## src/rtl/fetch_align.sv

```systemverilog
// Instruction-fetch alignment: buffers 32-bit fetch words as halfwords and
// hands out whole 16/32-bit instructions (including word-straddling ones) with their PC.
module fetch_align #(
   parameter logic [31:0] RESET_PC = 32'h0000_0000,
   parameter int          BUF_HW   = 4
) (
   input  logic        clk,
   input  logic        nrst,
   input  logic        in_valid,
   output logic        in_ready,
   input  logic [31:0] in_data,
   input  logic        flush,
   input  logic [31:0] flush_pc,
   output logic        out_valid,
   input  logic        out_ready,
   output logic [31:0] out_inst,
   output logic        out_is_c,
   output logic [31:0] out_pc
);

   logic [15:0] fifo [0:3];
   logic [1:0]  head;
   logic [2:0]  count;
   logic [31:0] pc;
   logic        drop_lo;

   logic [15:0] hw0;
   logic [15:0] hw1;
   logic        head_c;
   logic        push;
   logic        pop;
   logic [2:0]  push_cnt;
   logic [2:0]  pop_cnt;
   logic [1:0]  tail;
   logic [1:0]  tail_p1;

   assign hw0     = fifo[head];
   assign hw1     = fifo[head + 2'd1];
   assign head_c  = (hw0[1:0] != 2'b11);
   assign tail    = head + count[1:0];
   assign tail_p1 = tail + 2'd1;

   // A 32-bit instruction needs both halves present before it is offered.
   assign out_valid = ((count >= 3'd1) && head_c) || (count >= 3'd2);
   assign in_ready  = (count <= 3'(BUF_HW - 2));
   assign out_is_c  = out_valid && head_c;
   assign out_pc    = pc;

   always_comb begin
      out_inst = 32'h0;
      if (out_valid) begin
         if (head_c) out_inst = {16'h0, hw0};
         else        out_inst = {hw1, hw0};
      end
   end

   assign push     = in_valid && in_ready;
   assign pop      = out_valid && out_ready;
   assign push_cnt = push ? (drop_lo ? 3'd1 : 3'd2) : 3'd0;
   assign pop_cnt  = pop ? (head_c ? 3'd1 : 3'd2) : 3'd0;

   always_ff @(posedge clk) begin
      if (!nrst) begin
         count   <= 3'd0;
         head    <= 2'd0;
         pc      <= RESET_PC & ~32'h1;
         drop_lo <= RESET_PC[1];
      end else if (flush) begin
         count   <= 3'd0;
         head    <= 2'd0;
         pc      <= flush_pc & ~32'h1;
         drop_lo <= flush_pc[1];
      end else begin
         count <= count + push_cnt - pop_cnt;
         head  <= head + pop_cnt[1:0];
         pc    <= pc + {28'd0, pop_cnt, 1'b0};
         if (push) drop_lo <= 1'b0;
      end
   end

   // Writes land beyond the live entries, so they never disturb the halfwords being popped.
   always_ff @(posedge clk) begin
      if (nrst && !flush && push) begin
         if (drop_lo) begin
            fifo[tail] <= in_data[31:16];
         end else begin
            fifo[tail]    <= in_data[15:0];
            fifo[tail_p1] <= in_data[31:16];
         end
      end
   end

endmodule

```

## config.mk

```make
export PLATFORM = sky130hd
export DESIGN_NAME = fetch_align
export DESIGN_NICKNAME = d
export VERILOG_FILES = /design/src/rtl/fetch_align.sv
export SDC_FILE = /design/constraint.sdc
export NUM_CORES = 1
export LEC_CHECK = 0
export BUFFER_PORTS_ARGS = -buffer_cell sky130_fd_sc_hd__buf_2
export CAP_MARGIN = 25
export CORE_UTILIZATION = 50
export CTS_CLUSTER_DIAMETER = 80
export DETAILED_ROUTE_END_ITERATION = 7
export GPL_ROUTABILITY_DRIVEN = 0
export HOLD_SLACK_MARGIN = 0.06
export PLACE_DENSITY = 0.76
export RECOVER_POWER = 100
export SLEW_MARGIN = 20
export SYNTH_ARGS = -nofsm -noshare
export SYNTH_HDL_FRONTEND = slang
export SYNTH_SLANG_ARGS = --single-unit
```

## constraint.sdc

```tcl
create_clock -name clk -period 5.5 [get_ports clk]
set_input_delay 1.1 -clock clk [delete_from_list [all_inputs] [get_ports clk]]
set_output_delay 1.1 -clock clk [all_outputs]
set_load 0.02 [all_outputs]
```

Word-level counts from Yosys, hierarchy flattened --
Memory sizes are Yosys's and may differ from the RTL's. A register that Yosys moved wholly into a read port is not among the register bits. Cells that the tools add are included.
Word-level totals: register bits 38, memory bits (writable) 64, word-level logic and storage cells 46, memories 1
Memory list:
- fifo | depth 4, bits a word 16, rd ports 2, clocked after Yosys merged registers in 1, write ports 2, RTL line 21 | logic [15:0] fifo [0:3];
Cells by class: add/sub/neg operators 7, order comparisons 3, eq/ne operators 1, multiplexer cells 17, bitwise gates (word level) 2, reductions and logical operators 10
Operators with widths (number):
- 2-to-1 mux 32 bit | 3
- adder 32 x 3 -> 32 bit | 1
- 2-to-1 mux 16 bit | 1
- 2-to-1 mux 2 bit | 5
- 2-to-1 mux 1 bit | 8
- logical AND 1 bit | 6
- adder 2 x 1 -> 2 bit (second input constant) | 2
- adder 2 bit | 2
- adder 3 x 2 -> 3 bit | 1
- >= comparator 3 x 1 -> 1 bit (second input constant) | 1
- >= comparator 3 x 2 -> 1 bit (second input constant) | 1
- <= comparator 3 x 2 -> 1 bit (second input constant) | 1
- subtractor 3 x 2 -> 3 bit | 1
- != test 2 bit (second input constant) | 1
- nonzero test 2 bit | 1
- OR reduction 2 bit | 1
- logical NOT 1 bit | 1
- logical OR 1 bit | 1
- NOT 1 bit | 1
- bitwise OR 1 bit | 1

Depth between registers and ports, before layout --
word-level depth 7, depth in mapped cells 12

Worst setup path before layout --
No wires, ideal clock.
path kind register -> register, from register, netlist name head[0], to register pc[23], in the netlist out_pc[23], arrival 3224 ps, data required time 5438 ps, path slack 2214 ps, stages on the path, launching flop included 13, buffers on the path 2, cell sequence dfxtp_1 -> buf_2 -> mux4_2 -> nand2_1 -> o31a_1 -> and2_1 -> ha_1 -> fa_1 -> nand4_1 -> or4_1 -> clkbuf_1 -> or4_1 -> nand3_1
RTL lines:
- to (signal assigned) | RTL line 66 | pc <= RESET_PC & ~32'h1;
- to (signal assigned) | RTL line 71 | pc <= flush_pc & ~32'h1;
- to (signal assigned) | RTL line 76 | pc <= pc + {28'd0, pop_cnt, 1'b0};
- to (decl) | RTL line 24 | logic [31:0] pc;

==> run metrics <==
status finished with violations; failing checks design-rule violations, max-capacitance violations, max-slew violations; num ports 136; Startpoint Class flip-flop; pwr dens 299.8 nW/um2; antenna-violating nets left 0; Post-Syn Nets 559; antenna cells 0; wire per inst 18.81 um; vias 4582; gr ovfl total 0; worst path cell trace clkbuf_1, mux4_2, nor2b_1, clkbuf_1; worst skew pair latency 0.34 ns; commonest non-fill, non-tap cell in the layout clkbuf_1; Starting Density 0.5166; global-route wire length before repair 22.23 mm; Min-Delay Startpoint out_pc[22]$_SDFF_PN0_; syn avg cell area 12.37 um2; CTS resizes 0; Vias/cell 6.101; final worst path period share 0.8276; pin count of the biggest net entering global routing 40; R2R Setup Slk 0.95 ns; max cap viols 2; sequential cell area fraction in the yosys report 0.4475; WHS 0.5349 ns; P_sw 0.6520 mW; core area 11520 um2; YS warnings 0; CTS Buf Count 9; hold path depth 2; I/O Buffers 133; Req. time, crit path 4.40 ns; Worst Path Buf+Inv 2; Worst setup EP type output port; layout cells sized above 1 0.2944; Final Hold Vio Count 0; worst slew pin tran 1.704 ns; f_max 219.7 MHz; sequential power share 0.439; Gate power share 0.249; largest cells by area after synthesis edfxtp_1 32%, dfxtp_1 12%, mux4_2 12%; final slew viol count 34; Sink Count 101; Worst R2R Start head[1]$_SDFF_PP0_; Synth cell types 52; post-synthesis register bit count 101; initial antenna violation count 1; clock buffer depth 2; Die H 111.1 um; CP Max Fanout 21; # H-tree levels 3; max incr delay on CP 1.15 ns; slowest stage cell on the critical path dfxtp_1; commonest cells after routing, fill and taps aside 69 x clkbuf_1, 68 x buf_2, 64 x edfxtp_1, 54 x mux2_2, 39 x nor2b_1; kind of critical path flip-flop to output port; Top cell by count, worst path clkbuf_1; fill count 939; clk slew on worst S/H paths 0.07 ns; Site Rows 39; Period minus WS final 4.552 ns; final setup violation count 0; CTS Hold Buffers Added 0; min setup slack post-route 0.9480 ns; switching share of power 0.3139; DP HPWL 9.748 mm; final core occ 0.6016; arrival time at the worst endpoint 3.45 ns; Mapped Area 5949 um2; DR pass1 iterations 7; WL final 14.13 mm; clk_skew 0.006683 ns; Area Overhead vs Synth 16.45%; hold crit path type flip-flop to flip-flop; internal power 1.425 mW; # DRC 20; First DRT Iteration DRCs 334; worst slack at placement 1.535 ns; CTS tree yes; WHS Endpoint out_pc[22]$_SDFF_PN0_; post-CTS setup buffer count 0; Nets 681; full die area 12340 um2; worst vdd rail ir drop 0.1495 mV; terminus of the critical flop-to-flop path fifo[2][3]$_DFFE_PP_; gate count after technology mapping 481; global-route usage over all layers 0.2325; area leader, netlist edfxtp_1; Clock Root Buffer clkbuf_16; leakage dissipation 2.399 nW; clock network fraction of design power 0.313; Overall Power 2.077 mW; Setup TNS 0 ns; Slew headroom -0.1405; Die X 111.1 um; area share of the largest cell type after synthesis 0.3230; RSZ-0062 raised after global routing false; CP top delay family buffers and inverters; Reg2Reg Depth 5; vias in the first global route 4384
[power groups by stage]
stage | Sequential [mW] | Combinational (mW) | Clock, mW
2_1_floorplan | 0.929 | 0.354 | 0
3_3_place_gp | 0.923 | 0.520 | 0
3_5_place_dp | 0.927 | 0.539 | 0
4_1_cts | 0.910 | 0.540 | 0.655
5_1_grt | 0.919 | 0.559 | 0.688
6_report | 0.911 | 0.516 | 0.649
[synthesized netlist by cell type (all sizes together)]
cell and number:
nand4 11, mux2i 1, nor3 8, xnor2 13
xnor3 1, and3 2, a21boi 2, nor4 2
mux2 64, a31oi 7, buf 12, a21o 2
a311oi 4, conb 1, nor2 14, nor3b 3
nand2b 5, o31a 1, o31ai 4, fa 3
or2 1, or4 6, inv 10, a211o 3
nand2 16, clkbuf 20, and4 7, a32oi 2
nor2b 39, or3 3, o21ai 22, a2bb2oi 1
mux4 32, dfxtp 37, a21oi 8, edfxtp 64
xor2 2, a211oi 5, o211ai 5, o2111ai 1
and2 8, o211a 6, ha 6, nand3 16
xor3 1
[per-stage QoR]
stage               area, um2  std cells
detailed placement       6709        732
CTS                      7008        748
floorplan                5949        481
global route             6928        751
finish                   6928        751
global placement         6701        731
[sequential cells by signal, summed over array words and instances (netlist names)]
register	flops
count	3
drop_lo	1
fifo	64
head	2
out_pc	31
[cells by family (layout without fill, tap and decap cells)]
kind of cell,after synthesis,after routing,share of synthesized area
other,1,1,0.0006303
buffers and inverters,42,169,0.03239
AO/OA/AOI/OAI,73,73,0.08391
AND/OR/NAND/NOR,141,141,0.1390
XOR/XNOR,17,17,0.02986
flip-flops,101,101,0.4475
multiplexers,97,97,0.2440
adder cells (fa/ha/maj),9,9,0.02271
[how the worst max path moves through the flow]
stage | start | to | slack, ns | cells after the start
2_1_floorplan | head[0]$_SDFF_PP0_ | out_pc[23]$_SDFF_PN0_ | 2.21 | 12
3_3_place_gp | head[0]$_SDFF_PP0_ | out_pc[19]$_SDFF_PN0_ | 1.64 | 10
3_5_place_dp | head[0]$_SDFF_PP0_ | out_pc[21]$_SDFF_PN0_ | 1.53 | 10
4_1_cts | head[0]$_SDFF_PP0_ | out_pc[21]$_SDFF_PN0_ | 1.50 | 10
5_1_grt | head[1]$_SDFF_PP0_ | fifo[2][3]$_DFFE_PP_ | 0.60 | 5
6_report | head[1]$_SDFF_PP0_ | out_inst[5] | 0.95 | 4
[per-layer routing]
layer,GRT usage,up-vias,share of wire
met5,0,-,0.00071
met3,0.05139,27,0.060
met4,0.09279,2,0.020
met2,0.4059,177,0.52
li1,-,2108,-
met1,0.2792,2268,0.40
[tightest hold or removal path, cell delays in order, from the launching register on]
cell and delay [ns]:
dfxtp_1 0.34, o31ai_1 0.07, a31oi_1 0.08
[cell type report]
class                           instances  area, um2  area share
Clock inverter                          7      73.82     0.01066
Sequential cell                       101       2663      0.3843
Inverter                               10      37.54    0.005418
Tap cell                              143      178.9     0.02583
Multi-Input combinational cell        338       3090      0.4461
Clock buffer                            9      225.2     0.03251
Timing Repair Buffer                  143      659.4     0.09518
Power figures use the tool's default switching activity.
